### config.mk
export PLATFORM = sky130hd
export DESIGN_NAME = obi_mem_arbiter
export DESIGN_NICKNAME = d
export VERILOG_FILES = /design/src/rtl/obi_mem_arbiter.sv
export SDC_FILE = /design/constraint.sdc
export NUM_CORES = 1
export LEC_CHECK = 0
export BUFFER_PORTS_ARGS = -buffer_cell sky130_fd_sc_hd__buf_4
export CELL_PAD_IN_SITES_DETAIL_PLACEMENT = 1
export CELL_PAD_IN_SITES_GLOBAL_PLACEMENT = 1
export CORE_AREA = 2 2 109 111
export DETAILED_ROUTE_END_ITERATION = 10
export DIE_AREA = 0 0 111 113
export PLACE_DENSITY_LB_ADDON = 0.1
export SLEW_MARGIN = 10
export SYNTH_ARGS = -nofsm -noshare
export SYNTH_HDL_FRONTEND = slang
export SYNTH_SLANG_ARGS = --single-unit
### constraint.sdc
create_clock -name clk_i -period 3.6 [get_ports clk_i]
set_clock_uncertainty 0.1 [all_clocks]
set_input_delay 0.18 -clock clk_i [delete_from_list [all_inputs] [get_ports clk_i]]
set_output_delay 0.18 -clock clk_i [all_outputs]
set_load 0.02 [all_outputs]
### src/rtl/obi_mem_arbiter.sv
`default_nettype none
// ============================================================================
// Module   : obi_mem_arbiter
// Purpose  : Round-robin arbiter that shares one OBI memory port between the
//            instruction and data masters. Responses are routed back in order
//            through an ID FIFO.
// Revision : 1.0  initial release
// ============================================================================
module obi_mem_arbiter #(
    parameter int MAX_OUTSTANDING = 2,
    parameter int ADDR_WIDTH      = 32
) (
    input  logic                                 clk_i,
    input  logic                                 rst_i,
    input  logic                                 instr_req_i,
    output logic                                 instr_gnt_o,
    input  logic [ADDR_WIDTH-1:0]                instr_addr_i,
    output logic                                 instr_rvalid_o,
    output logic [31:0]                          instr_rdata_o,
    input  logic                                 data_req_i,
    output logic                                 data_gnt_o,
    input  logic [ADDR_WIDTH-1:0]                data_addr_i,
    input  logic                                 data_we_i,
    input  logic [3:0]                           data_be_i,
    input  logic [31:0]                          data_wdata_i,
    output logic                                 data_rvalid_o,
    output logic [31:0]                          data_rdata_o,
    output logic                                 mem_req_o,
    input  logic                                 mem_gnt_i,
    output logic [ADDR_WIDTH-1:0]                mem_addr_o,
    output logic                                 mem_we_o,
    output logic [3:0]                           mem_be_o,
    output logic [31:0]                          mem_wdata_o,
    input  logic                                 mem_rvalid_i,
    input  logic [31:0]                          mem_rdata_i,
    output logic [$clog2(MAX_OUTSTANDING+1)-1:0] outstanding_o,
    output logic                                 err_o
);

    localparam int   CNT_W = $clog2(MAX_OUTSTANDING + 1);
    localparam int   PTR_W = (MAX_OUTSTANDING > 1) ? $clog2(MAX_OUTSTANDING) : 1;
    localparam logic c_sel_instr = 1'b0;
    localparam logic c_sel_data  = 1'b1;

    logic             r_fifo [0:MAX_OUTSTANDING-1];
    logic [PTR_W-1:0] r_rd_ptr;
    logic [PTR_W-1:0] r_wr_ptr;
    logic [CNT_W-1:0] r_count;
    logic             r_last_grant;
    logic             r_lock;
    logic             r_lock_sel;
    logic             r_err;

    logic             w_sel;
    logic             w_sel_req;
    logic             w_not_full;
    logic             w_nonempty;
    logic             w_mem_req;
    logic             w_accept;
    logic             w_pop;
    logic             w_head;

    always_comb begin
        w_sel = c_sel_instr;
        if (r_lock) begin
            w_sel = r_lock_sel;
        end else if (instr_req_i && data_req_i) begin
            w_sel = ~r_last_grant;
        end else if (data_req_i) begin
            w_sel = c_sel_data;
        end
    end

    assign w_sel_req  = (w_sel == c_sel_data) ? data_req_i : instr_req_i;
    assign w_not_full = (r_count < CNT_W'(MAX_OUTSTANDING));
    assign w_nonempty = (r_count != '0);
    assign w_mem_req  = w_sel_req && w_not_full;
    assign w_accept   = w_mem_req && mem_gnt_i;
    assign w_pop      = mem_rvalid_i && w_nonempty;
    assign w_head     = r_fifo[r_rd_ptr];

    assign mem_req_o   = w_mem_req && !rst_i;
    assign instr_gnt_o = mem_req_o && mem_gnt_i && (w_sel == c_sel_instr);
    assign data_gnt_o  = mem_req_o && mem_gnt_i && (w_sel == c_sel_data);

    always_comb begin
        mem_addr_o  = instr_addr_i;
        mem_we_o    = 1'b0;
        mem_be_o    = 4'hF;
        mem_wdata_o = 32'h0;
        if (w_sel == c_sel_data) begin
            mem_addr_o  = data_addr_i;
            mem_we_o    = data_we_i;
            mem_be_o    = data_be_i;
            mem_wdata_o = data_wdata_i;
        end
    end

    assign instr_rvalid_o = !rst_i && w_pop && (w_head == c_sel_instr);
    assign data_rvalid_o  = !rst_i && w_pop && (w_head == c_sel_data);
    assign instr_rdata_o  = mem_rdata_i;
    assign data_rdata_o   = mem_rdata_i;
    assign outstanding_o  = r_count;
    assign err_o          = r_err;

    // Pointers wrap explicitly so that non-power-of-2 depths work.
    always_ff @(posedge clk_i or posedge rst_i) begin
        if (rst_i) begin
            for (int i = 0; i < MAX_OUTSTANDING; i++) begin
                r_fifo[i] <= c_sel_instr;
            end
            r_rd_ptr     <= '0;
            r_wr_ptr     <= '0;
            r_count      <= '0;
            r_last_grant <= c_sel_instr;
            r_lock       <= 1'b0;
            r_lock_sel   <= c_sel_instr;
            r_err        <= 1'b0;
        end else begin
            if (w_accept) begin
                r_fifo[r_wr_ptr] <= w_sel;
                r_wr_ptr         <= (r_wr_ptr == PTR_W'(MAX_OUTSTANDING - 1)) ? '0 : r_wr_ptr + 1'b1;
                r_last_grant     <= w_sel;
            end
            if (w_pop) begin
                r_rd_ptr <= (r_rd_ptr == PTR_W'(MAX_OUTSTANDING - 1)) ? '0 : r_rd_ptr + 1'b1;
            end
            if (w_accept && !w_pop) begin
                r_count <= r_count + 1'b1;
            end else if (w_pop && !w_accept) begin
                r_count <= r_count - 1'b1;
            end

            // A locked master that withdraws its request breaks the OBI handshake.
            if (w_accept) begin
                r_lock <= 1'b0;
            end else if (r_lock && !w_sel_req) begin
                r_lock <= 1'b0;
                r_err  <= 1'b1;
            end else if (w_mem_req && !mem_gnt_i) begin
                r_lock     <= 1'b1;
                r_lock_sel <= w_sel;
            end

            if (mem_rvalid_i && !w_nonempty) begin
                r_err <= 1'b1;
            end
        end
    end

endmodule
`default_nettype wire

==> results.toml, run 1 <==
[status]
outcome = "completed"

[placed_design]
place_area_um2 = 2730
hpwl_mm = 6.23
io_buffers = 183
gp_congestion = 0.727
dp.cells = 448

[synthesis]
seq_area_frac_synth_pct = 14.8
ys_ff_latch = 10
ys_warn_count = 0
ys.flop_type = "dfrtp_1"
async_flop_share_pct = 100
syn_nets = 334
synthTopCellsByCount = "buf_4 (64), nor2b_1 (33), mux2_1 (28)"
netlist_instances = 194
syn_area_um2 = 1690
synth_edf_count = 0
yosysTopAreaCellShare_pct = 28.4
synth_area_leaders = "buf_4 (28%), mux2_1 (19%), dfrtp_1 (15%)"
yosys.area.top_type = "buf_4"
yosysMostFrequentCell = "buf_4"
synth_cell_types = 29
syn_area_per_cell_um2 = 8.71

[setup_path]
cp_cell_sequence = "mux2i_4, buf_12, mux2_2, buf_4"
arrival_ns = 2.07
r2r_end = "outstanding_o[1]$_DFFE_PP0P_"
crit_path_max_incr_delay_ns = 0.59
cp-end-kind = "output port"
cp_slowest_cell = "dfrtp_1"
worstPathMaxFanout = 74
cp-start-kind = "register"
crit_required_ns = 3.32
critical_path_buf_inv_count = 2
critPathTopFamily = "multiplexers"
reg2reg_slack_ns = 1.70
r2r_cells = 5
rr_startpoint = "r_lock_sel$_DFFE_PP0P_"
timing.setup.critical_path_class = "reg2out"
startpoint = "r_lock$_DFFE_PP0P_"

[clocking]
clockBufferDepth = 2
htreeDepth = 1
clock_latency_ns = 0.23
cts_tree = "yes"
cts.sinks = 10
post_cts_buffers = 0
cts_made_buffers = 3
clk_pin_slew_ns = 0.04
cts_root_buffer = "clkbuf_16"

[power_and_ir_drop]
pwr-share-comb_pct = 75.9
intPower_uw = 937
leakage_nw = 1.39
p_switching_uw = 858
p_per_area_nw_per_um2 = 638
ir_worst_vdd_uv = 222
power.share.clock_pct = 10.7
pwr-share-seq_pct = 13.4
swShare_pct = 47.8

[worst_hold_path]
min_path_cells = 2
holdPathEnd = "err_o$_DFFE_PP0P_"
min_path_type = "in2reg"
hold_start = "mem_rvalid_i"

[timing]
maxSlewHeadroom_pct = 63.6
max_freq_mhz = 426
hold_viol = 0
rsz0062_at_grt = "no"
setup-violations-final = 0
maxSlewViolCount = 0
fin_crit_ns = 2.35
tns_ns = 0
fin_crit_sh_pct = 65.2
worst_pin_slew_ns = 0.540

[floorplanning]
core-area_um2 = 11300
placementRows = 39
die_area_um2 = 12500
dieHeight_um = 113
pin_count = 280
die_w_um = 111
floorplan.initialDensity_pct = 15.0

[grt]
grt_util_all_layers_pct = 11.0
overflow = 0
grt_start_max_net_pins = 75
grt_pass1_vias = 1729
grt_pass1_wl_mm = 10.8
antenna_found_initial = 0

[route]
ant_nets = 0
drc_errors = 0
wl_per_cell_um = 16.3
first_pass_iters = 3
drt-total-wl_mm = 7.36
drtIter0Drc = 43
num_vias = 1719
via_per_inst = 3.80

[final_layout]
drive_gt1_share_pct = 64.4
stdcell_count = 452
area_growth_syn_to_layout_pct = 66.7
nets = 451
nFillCells = 1351
diodes = 0
finalInstanceArea_um2 = 2820

[job]
max_cap_viol_count = 0
[kinds of logic (layout without fill, tap and decap cells)]
kind of cell             count (synthesis)  count (layout)  synth area share, %
buffers and inverters                   80             195                 33.8
AND/OR/NAND/NOR                         46              46                 16.5
multiplexers                            38              38                 25.1
AO/OA/AOI/OAI                           14              14                 6.44
flip-flops                              10              10                 14.8
XOR/XNOR                                 5               5                 2.59
adder cells (fa/ha/maj)                  1               1                0.741
[power by group through the flow]
stage	registers, mW	logic [mW]	clock network [mW]
6_report	0.240	1.36	0.192
5_1_grt	0.252	1.47	0.204
4_1_cts	0.241	1.39	0.198
3_5_place_dp	0.240	1.39	0
3_3_place_gp	0.241	1.40	0
2_1_floorplan	0.221	0.926	0
[per-layer routing]
metal  global-route usage [%]  up-vias  share of wire (%)
met4                     1.83        0               0.31
met5                        0        -                  0
met1                     12.4      769                 36
li1                         -      806                  -
met3                     4.55        2                 11
met2                     19.9      142                 53
[cells in the final DEF (no fill, tap or decap), types with 2 or more instances in the layout]
cell         n
nor3b_1      2
mux2_1      28
a2111oi_1    3
inv_1        7
mux2_2       4
dfrtp_1     10
mux2i_1      4
nor2b_1     33
nor2_1       4
xnor2_1      4
o21ai_0      3
a21oi_1      2
clkbuf_16    3
or2_2        4
buf_4      183
[area by class of cell]
| class | instances | area [um^2] | area share (%) |
|---|---|---|---|
| inverter | 7 | 26.3 | 0.933 |
| clock buffer | 3 | 75.1 | 2.67 |
| timing repair buffer | 185 | 1400 | 49.9 |
| tap | 143 | 179 | 6.36 |
| sequential | 10 | 250 | 8.89 |
| multi-input combinational | 104 | 881 | 31.3 |
[repair_timing]
item	in CTS	in global routing
endpoints found under the setup margin	0	0
hold buffers	1	0
hold endpoints to repair	10	0
resized for setup	0	0
[worst max-delay path by stage]
stage | to | slack (ns) | cells past startpoint
final | mem_addr_o[1] | 1.25 | 4
after global routing | mem_addr_o[8] | 1.14 | 4
after CTS | mem_addr_o[6] | 1.23 | 4
after detailed placement | mem_addr_o[6] | 1.49 | 4
after global placement | mem_addr_o[6] | 1.48 | 4
after floorplan | mem_req_o | 1.55 | 2
[metrics by stage]
stage          utilization (%)  worst slack (ns)  power, mW  hold slack, ns
2_1_floorplan                -              1.55       1.15         -0.0748
3_3_place_gp              24.2              1.48       1.64           0.160
3_5_place_dp              24.2              1.49       1.63           0.155
4_1_cts                   25.0              1.23       1.83          0.0976
5_1_grt                   25.0              1.14       1.92           0.108
6_report                  25.0              1.25       1.80           0.102
[sequential cells by signal, summed over array words and instances (netlist names)]
name,count
outstanding_o,2
r_fifo,2
err_o,1
r_last_grant,1
r_lock,1
r_lock_sel,1
r_rd_ptr,1
r_wr_ptr,1
No activity file was read; power rests on OpenSTA's default activity.
==> run 2, diff against run 1 <==
--- a/config.mk
+++ b/config.mk
@@ -8,9 +8,9 @@
 export BUFFER_PORTS_ARGS = -buffer_cell sky130_fd_sc_hd__buf_4
 export CELL_PAD_IN_SITES_DETAIL_PLACEMENT = 1
 export CELL_PAD_IN_SITES_GLOBAL_PLACEMENT = 1
-export CORE_AREA = 2 2 109 111
+export CORE_AREA = 2 2 98 124
 export DETAILED_ROUTE_END_ITERATION = 10
-export DIE_AREA = 0 0 111 113
+export DIE_AREA = 0 0 100 126
 export PLACE_DENSITY_LB_ADDON = 0.1
 export SLEW_MARGIN = 10
 export SYNTH_ARGS = -nofsm -noshare
==> constraint.sdc (replaced) <==
create_clock -name clk_i -period 2.1 [get_ports clk_i]
set_clock_uncertainty 0.1 [all_clocks]
set_input_delay 0.105 -clock clk_i [delete_from_list [all_inputs] [get_ports clk_i]]
set_output_delay 0.105 -clock clk_i [all_outputs]
set_load 0.02 [all_outputs]
==> run 2 against run 1 <==
  * Flip-flop and latch count did not move
  * Critical endpoint is now mem_addr_o[0]
  * Final cell count rose by 0.22%
  * Worst hold slack got worse by 0.061 ns
  * Largest cell class unchanged
==> results.toml, run 2 (synthesis gave the netlist of run 1 again) <==
[setup_path]
reg2reg_slack_ns = 0.22
cp-start-kind = "register"
worstPathMaxFanout = 33
r2r_cells = 6
timing.setup.critical_path_class = "reg2out"
arrival_ns = 1.74
crit_required_ns = 1.89
cp-end-kind = "output port"
r2r_end = "outstanding_o[1]$_DFFE_PP0P_"
rr_startpoint = "r_lock_sel$_DFFE_PP0P_"

[final_layout]
multi_input_area_um2 = 881
diodes = 0
layout_common_cells = "buf_4 (187), nor2b_1 (33), mux2_1 (28)"
area_growth_syn_to_layout_pct = 70.1
drive_gt1_share_pct = 65.1
ff_latch_area_um2 = 250
nFillCells = 1375
stdcell_count = 453
nets = 456
layout_commonest_cell = "buf_4"

[route]
ant_nets = 0
via_per_inst = 3.91
num_vias = 1770
drt-total-wl_mm = 7.69
drc_errors = 0
first_pass_iters = 4
top_layer_used = "met4"
routed-wl-met3_mm = 1.27
wl_met2_mm = 3.77
drtIter0Drc = 36
wl_per_cell_um = 17.0
met1Wirelength_mm = 2.60

[floorplanning]
floorplan.initialDensity_pct = 14.8
core-area_um2 = 11500
die_area_um2 = 12600
die_w_um = 100
pin_count = 280
placementRows = 44
dieHeight_um = 126

[grt]
grt_pass1_wl_mm = 11.2
grt_pass1_vias = 1873
grt_start_max_net_pins = 42
grt_util_all_layers_pct = 11.5
antenna_found_initial = 0
overflow = 0

[timing]
maxSlewViolCount = 0
setup-violations-final = 0
max_freq_mhz = 513
worst_pin_slew_ns = 0.525
fin_crit_ns = 1.95
rsz0062_at_grt = "no"
fin_crit_sh_pct = 92.8
maxSlewHeadroom_pct = 64.9
hold_viol = 0
tns_ns = 0

[power_and_ir_drop]
pwr-share-comb_pct = 76.7
intPower_mw = 1.72
ir_worst_vdd_uv = 532
swShare_pct = 46.9
p_per_area_nw_per_um2 = 1120
leakage_nw = 1.42
pwr-share-seq_pct = 11.5
power.share.clock_pct = 11.7
p_switching_mw = 1.51

[job]
max_cap_viol_count = 0

[placed_design]
dp.cells = 448
gp_congestion = 0.742
hpwl_mm = 6.54
io_buffers = 183

[clocking]
cts_tree = "yes"
post_cts_buffers = 0
htreeDepth = 1
cts.sinks = 10
clk_pin_slew_ns = 0.04
clockBufferDepth = 2
cts_made_buffers = 3
cts_root_buffer = "clkbuf_16"
clock_latency_ns = 0.24

[worst_hold_path]
min_path_cells = 2
hold_start = "mem_rvalid_i"
holdPathEnd = "err_o$_DFFE_PP0P_"
min_path_type = "in2reg"

[status]
outcome = "completed"
[run 2: cell type report]
cell class | instances | share of cell area, %
timing repair buffer | 190 | 50.6
multi-input combinational | 104 | 30.7
sequential | 10 | 8.71
tap | 138 | 6.01
clock buffer | 4 | 3.09
inverter | 7 | 0.915
[run 2: per-layer routing]
metal  track usage, %  up-vias
met5                0        -
met4             1.93        0
met3             6.77        7
met2             19.9      161
met1             12.2      787
li1                 -      815
[run 2: how the worst max path moves through the flow]
stage,startpoint,end,slack [ns],cells past startpoint
5_1_grt,r_lock_sel$_DFFE_PP0P_,data_gnt_o,0.02,4
3_5_place_dp,r_lock_sel$_DFFE_PP0P_,outstanding_o[1]$_DFFE_PP0P_,0.23,6
2_1_floorplan,r_lock_sel$_DFFE_PP0P_,mem_req_o,0.13,2
6_report,r_last_grant$_DFFE_PP0P_,mem_addr_o[0],0.15,5
4_1_cts,r_last_grant$_DFFE_PP0P_,mem_addr_o[25],0.13,5
3_3_place_gp,r_lock_sel$_DFFE_PP0P_,outstanding_o[1]$_DFFE_PP0P_,0.26,6
[run 2: through the flow]
stage	hold slack (ns)	setup WS (ns)	utilization, %	area, um^2	total power, mW
2_1_floorplan	-0.150	0.128	-	1690	1.97
3_3_place_gp	0.0721	0.261	24.2	2770	2.91
3_5_place_dp	0.0721	0.232	24.2	2770	2.90
4_1_cts	0.0397	0.132	25.1	2870	3.30
5_1_grt	0.0363	0.0164	25.1	2870	3.48
6_report	0.0409	0.151	25.1	2870	3.23
[run 2: worst max-delay path: stages, from the launching register on]
cell and delay (ns):
dfrtp_1 0.38, a21boi_1 0.11, mux2i_4 0.23, buf_12 0.24, mux2_2 0.36, buf_4 0.16
[run 2: power groups by stage]
stage / registers (mW) / clock network, mW / logic, mW
floorplan: 0.379 / 0 / 1.59
global placement: 0.374 / 0 / 2.53
detailed placement: 0.376 / 0 / 2.52
CTS: 0.375 / 0.387 / 2.53
global route: 0.390 / 0.402 / 2.68
finish: 0.373 / 0.378 / 2.48
[run 2: repair_timing]
action / 4_1_cts / 5_1_grt
gates resized for setup: 0 / 0
hold buffers: 1 / 0
hold endpoints to repair: 10 / 0
endpoints found under the setup margin: 0 / 0
